File: config.mk
export PLATFORM = sky130hd
export DESIGN_NAME = spi_arb
export DESIGN_NICKNAME = d
export VERILOG_FILES = /design/src/rtl/spi_arb.sv
export SDC_FILE = /design/constraint.sdc
export NUM_CORES = 1
export LEC_CHECK = 0
export ABC_AREA = 1
export BUFFER_PORTS_ARGS = -buffer_cell sky130_fd_sc_hd__buf_2
export CORE_UTILIZATION = 37
export CTS_CLUSTER_DIAMETER = 120
export DETAILED_ROUTE_END_ITERATION = 12
export GPL_ROUTABILITY_DRIVEN = 0
export HOLD_SLACK_MARGIN = 0.05
export PLACE_DENSITY = 0.8
export SETUP_SLACK_MARGIN = 0.3
export SLEW_MARGIN = 20
export SYNTH_ARGS = -nofsm -noshare
export SYNTH_HDL_FRONTEND = slang
export SYNTH_SLANG_ARGS = --single-unit
File: constraint.sdc
create_clock -name clk -period 1.8 [get_ports clk]
set_input_delay 0.09 -clock clk [delete_from_list [all_inputs] [get_ports clk]]
set_output_delay 0.09 -clock clk [all_outputs]
set_load 0.01 [all_outputs]
File: src/rtl/spi_arb.sv
// rtl/spi_arb.sv - round-robin arbiter sharing one SPI master between two requesters
module spi_arb #(
    parameter int TMO_CYC = 1024
) (
    input  logic        clk,
    input  logic        rst,
    input  logic        req0,
    input  logic        req1,
    input  logic        wrt0,
    input  logic        wrt1,
    input  logic [15:0] wt_data0,
    input  logic [15:0] wt_data1,
    output logic        gnt0,
    output logic        gnt1,
    output logic        done0,
    output logic        done1,
    output logic [15:0] rd_data,
    output logic        spi_wrt,
    output logic [15:0] spi_wt_data,
    input  logic        spi_done,
    input  logic [15:0] spi_rd_data,
    input  logic        clr_err,
    output logic        err
);

    localparam int CW = (TMO_CYC > 2) ? $clog2(TMO_CYC) : 1;

    typedef enum logic [1:0] {IDLE, OWN, XFER} state_t;

    state_t          state, state_nxt;
    logic            owner, owner_nxt;
    logic            last, last_nxt;
    logic [CW-1:0]   cnt;
    logic            err_r;
    logic            own_req, own_wrt, tmo;

    assign own_req = owner ? req1 : req0;
    assign own_wrt = owner ? wrt1 : wrt0;
    assign tmo     = (state == XFER) && !spi_done && (cnt == CW'(TMO_CYC - 1));

    always_comb begin
        state_nxt = state;
        owner_nxt = owner;
        last_nxt  = last;
        case (state)
            IDLE: begin
                if (req0 && req1) begin
                    owner_nxt = ~last;
                    state_nxt = OWN;
                end else if (req0 || req1) begin
                    owner_nxt = req1;
                    state_nxt = OWN;
                end
            end
            OWN: begin
                // A start in the same cycle as req falling still launches the transfer
                if (own_wrt) begin
                    state_nxt = XFER;
                end else if (!own_req) begin
                    last_nxt  = owner;
                    state_nxt = IDLE;
                end
            end
            XFER: begin
                if (spi_done) begin
                    state_nxt = OWN;
                end else if (tmo) begin
                    last_nxt  = owner;
                    state_nxt = IDLE;
                end
            end
            default: state_nxt = IDLE;
        endcase
    end

    always_ff @(posedge clk) begin
        if (rst) begin
            state <= IDLE;
            owner <= 1'b0;
            last  <= 1'b1;
            cnt   <= '0;
            err_r <= 1'b0;
        end else begin
            state <= state_nxt;
            owner <= owner_nxt;
            last  <= last_nxt;
            cnt   <= (state == XFER && state_nxt == XFER) ? cnt + 1'b1 : '0;
            if (tmo)
                err_r <= 1'b1;
            else if (clr_err)
                err_r <= 1'b0;
        end
    end

    assign gnt0        = (state != IDLE) && !owner;
    assign gnt1        = (state != IDLE) && owner;
    assign done0       = (state == XFER) && spi_done && !owner;
    assign done1       = (state == XFER) && spi_done && owner;
    assign spi_wrt     = (state == OWN) && own_wrt;
    assign spi_wt_data = (state == IDLE) ? 16'h0000 : (owner ? wt_data1 : wt_data0);
    assign rd_data     = spi_rd_data;
    assign err         = err_r;

endmodule

==> impl_summary.log <==
[metrics] final WL: 2330 um
[metrics] sequence of cells on the critical path: nor2_4 -> nor2_4 -> buf_12 -> a22o_1 -> buf_2
[metrics] Tightest Pin Transition: 227 ps
[metrics] Peak VDD IR: 0.445 mV
[metrics] antenna viol nets, final: 0
[metrics] worst hold margin: 70.6 ps
[metrics] Lkg Pwr: 0.679 nW
[metrics] minimum setup slack after placement: 403 ps
[metrics] CTS tree: built
[metrics] post-layout min period: 1470 ps
[metrics] overflow left after global routing: 0
[metrics] status: complete, no violations
[metrics] Yosys warning total: 0
[metrics] number of cells traversed by the worst hold path: 3
[metrics] Post-Syn Area per Cell: 7.71 um^2
[metrics] largest buffer count on any clock path: 2
[metrics] cell depth of the worst flop-to-flop path: 8
[metrics] fraction of final layout cells sized beyond drive strength 1: 0.492
[metrics] final setup fails: 0
[metrics] count of flip-flops with a built-in enable after synthesis: 0
[metrics] synth top area cells: sky130_fd_sc_hd__dfxtp_1, sky130_fd_sc_hd__a22o_1, sky130_fd_sc_hd__buf_4
[metrics] TNS Setup: 0 ps
[metrics] Root Buffer: sky130_fd_sc_hd__clkbuf_4
[metrics] Inserted Diodes: 0
[metrics] leading cell type by number of instances after synthesis: sky130_fd_sc_hd__nand2_1
[metrics] Distinct cells, synth: 28
[metrics] net count after synthesis: 191
[metrics] CP Max Fanout: 17
[metrics] maximum number of pins on one net before global-route repair: 18
[metrics] commonest cells in the synthesized netlist: sky130_fd_sc_hd__nand2_1, sky130_fd_sc_hd__buf_4, sky130_fd_sc_hd__a22o_1
[metrics] Final Total Pwr: 0.813 mW
[metrics] count of final hold-check violations: 0
[metrics] master of the slowest instance on the critical path: sky130_fd_sc_hd__dfxtp_2
[metrics] gate count of the mapped netlist: 134
[metrics] clock sinks: 15
[metrics] Post-Layout Cell Count: 215
[metrics] drt via density: 4.76
[metrics] area share of the leading cell type in the synthesized netlist: 0.291
[metrics] Site Rows: 18
[metrics] worst-case clock skew: 4.06 ps
[metrics] Final Slew Violations: 0
[metrics] RSZ-0062 raised after global routing: yes
[metrics] Die Area: 3010 um^2
[metrics] number of global-route vias before repair: 891
[metrics] Chip Width: 54.9 um
[metrics] share of the yosys chip area belonging to registers: 0.291
[metrics] overall die height: 54.9 um
[metrics] normalized max-slew margin: 0.847
[metrics] data arrival time of the critical path: 1380 ps
[metrics] maximum frequency from static timing analysis: 679 MHz
[metrics] final setup slack of the worst path: 328 ps
[metrics] total clock buffers created by CTS: 3
[metrics] Avg WL per Cell: 10.8 um
[metrics] initial DRC count: 5
[metrics] register bit count reported by yosys: 15
[metrics] number of antenna violations at the first check in global routing: 0
[metrics] most used cell, CP: sky130_fd_sc_hd__nor2_4
[metrics] count of maximum capacitance violations: 0
[metrics] global-route usage over all layers: 0.162
[metrics] required time reported for the critical path endpoint: 1710 ps
[metrics] Remaining DRCs: 0
[metrics] leading area contributor after synthesis: sky130_fd_sc_hd__dfxtp_1
[metrics] capturing element type of the critical path: primary output
[metrics] total power density per cell area: 603 nW/um^2
[metrics] effective utilization at floorplan: 0.403
[metrics] Pre-antenna DRT Iters: 2
[metrics] detailed-placement wirelength estimate: 1820 um
[metrics] Startpoint Class: register
[metrics] Final Cycle Share: 0.818
[metrics] Primary FF master, synth: sky130_fd_sc_hd__dfxtp_1
[metrics] H-tree levels: 1
[metrics] Final nets: 243
[metrics] growth of design area from synthesis to finish: 30.4%
[metrics] post-synthesis async set-or-reset flop share: 0
[metrics] placed cells: 206
[metrics] Clock Pin Slew Worst Setup and Hold Paths: 90 ps
[metrics] area of the mapped netlist: 1030 um^2
[metrics] clock network latency to the later pin of the worst-skew pair: 290 ps
[metrics] worst hold path class: in -> reg
[metrics] slowest cell delay on critical path: 350 ps
[metrics] IO buf count: 61
[metrics] WS Path Type: reg -> out
[metrics] DR vias: 1023
[metrics] wire length of the first global-routing pass: 3490 um
[metrics] area of the core region: 2570 um^2
[metrics] io pins: 94
==> registers in the layout, indices dropped and copies added, names as in the netlist <==
register / count
state: 2
owner: 1
last: 1
cnt: 10
err: 1
==> layer usage <==
| metal | routed length (um) | GRT usage |
|---|---|---|
| met1 | 924 | 0.155 |
| met2 | 1200 | 0.305 |
| met3 | 171 | 0.0583 |
| met4 | 34 | 0.0641 |
| met5 | 0 | 0 |
==> final timing paths <==
path | endpoint | slack (ps) | start
setup / recovery | spi_wt_data[3] | 330 | state[1]
hold / removal | owner | 70 | req1
setup reg to reg | cnt[4] | 490 | cnt[1]
hold reg to reg | cnt[0] | 430 | cnt[0]
==> cell type report <==
type	count	area (um^2)
clock buffers	4	26.3
fillers	242	1220
multi-input cells	87	561
well taps	30	37.5
repair buffers	66	370
inverters	13	48.8
flip-flops and latches	15	304
==> layout by cell type (no fill, tap or decap) <==
cell type	Yosys	final
sky130_fd_sc_hd__buf_2	1	61
sky130_fd_sc_hd__nand2_1	21	21
sky130_fd_sc_hd__a22o_1	16	16
sky130_fd_sc_hd__nor2_1	15	14
sky130_fd_sc_hd__dfxtp_1	15	12
sky130_fd_sc_hd__inv_1	9	9
sky130_fd_sc_hd__nand3_1	6	6
sky130_fd_sc_hd__nor2_4	3	4
sky130_fd_sc_hd__inv_2	4	4
sky130_fd_sc_hd__nor2_2	4	4
sky130_fd_sc_hd__xor2_1	4	4
sky130_fd_sc_hd__clkbuf_4	0	3
sky130_fd_sc_hd__dfxtp_2	0	3
sky130_fd_sc_hd__nand2_2	2	2
sky130_fd_sc_hd__a21oi_1	2	2
sky130_fd_sc_hd__buf_12	0	2
sky130_fd_sc_hd__buf_4	18	2
sky130_fd_sc_hd__o21ai_0	1	1
sky130_fd_sc_hd__a31oi_1	1	1
sky130_fd_sc_hd__o21ai_2	1	1
sky130_fd_sc_hd__nand2_8	0	1
sky130_fd_sc_hd__nand3_2	1	1
sky130_fd_sc_hd__nor3_4	1	1
sky130_fd_sc_hd__or2_0	1	1
sky130_fd_sc_hd__a21oi_2	1	1
sky130_fd_sc_hd__xnor2_1	1	1
sky130_fd_sc_hd__nor3_2	1	1
sky130_fd_sc_hd__nand4_1	1	1
sky130_fd_sc_hd__o21ai_1	1	1
sky130_fd_sc_hd__o21bai_1	1	1
sky130_fd_sc_hd__ha_1	1	1
sky130_fd_sc_hd__clkbuf_1	0	1
sky130_fd_sc_hd__dlygate4sd3_1	0	1
==> timing repair <==
action	4_1_cts	5_1_grt
gates cloned	0	0
pin swaps	2	2
hold buffers	1	0
gates resized for setup	1	5
setup buffers	2	2
endpoints found under the hold margin	4	0
endpoints found under the setup margin	17	28
==> critical path, delay by kind of cell, from the launching register on <==
kind | cells | cell delay [ps]
flops | 1 | 350
buf+inv | 2 | 270
simple gates | 2 | 250
compound gates | 1 | 210
==> cell families (layout without fill, tap and decap cells) <==
group | count (synthesis) | in the layout | share of synthesized area
flip-flops | 15 | 15 | 0.291
XOR/XNOR | 5 | 5 | 0.0424
adder cells (fa/ha/maj) | 1 | 1 | 0.0121
AND/OR/NAND/NOR | 57 | 57 | 0.287
AO/OA/AOI/OAI | 24 | 24 | 0.185
buffers and inverters | 32 | 83 | 0.183
==> through the flow <==
step | cell area [um^2] | utilization
final | 1350 | 0.525
after floorplan | 1030 | -
after global placement | 1240 | 0.481
after detailed placement | 1240 | 0.481
after CTS | 1310 | 0.512
after global routing | 1350 | 0.525
==> power by group <==
group | switching, mW | internal [mW]
registers | 0.0113 | 0.342
clock network | 0.108 | 0.0863
logic | 0.128 | 0.138
(Power assumes the default switching activity.)
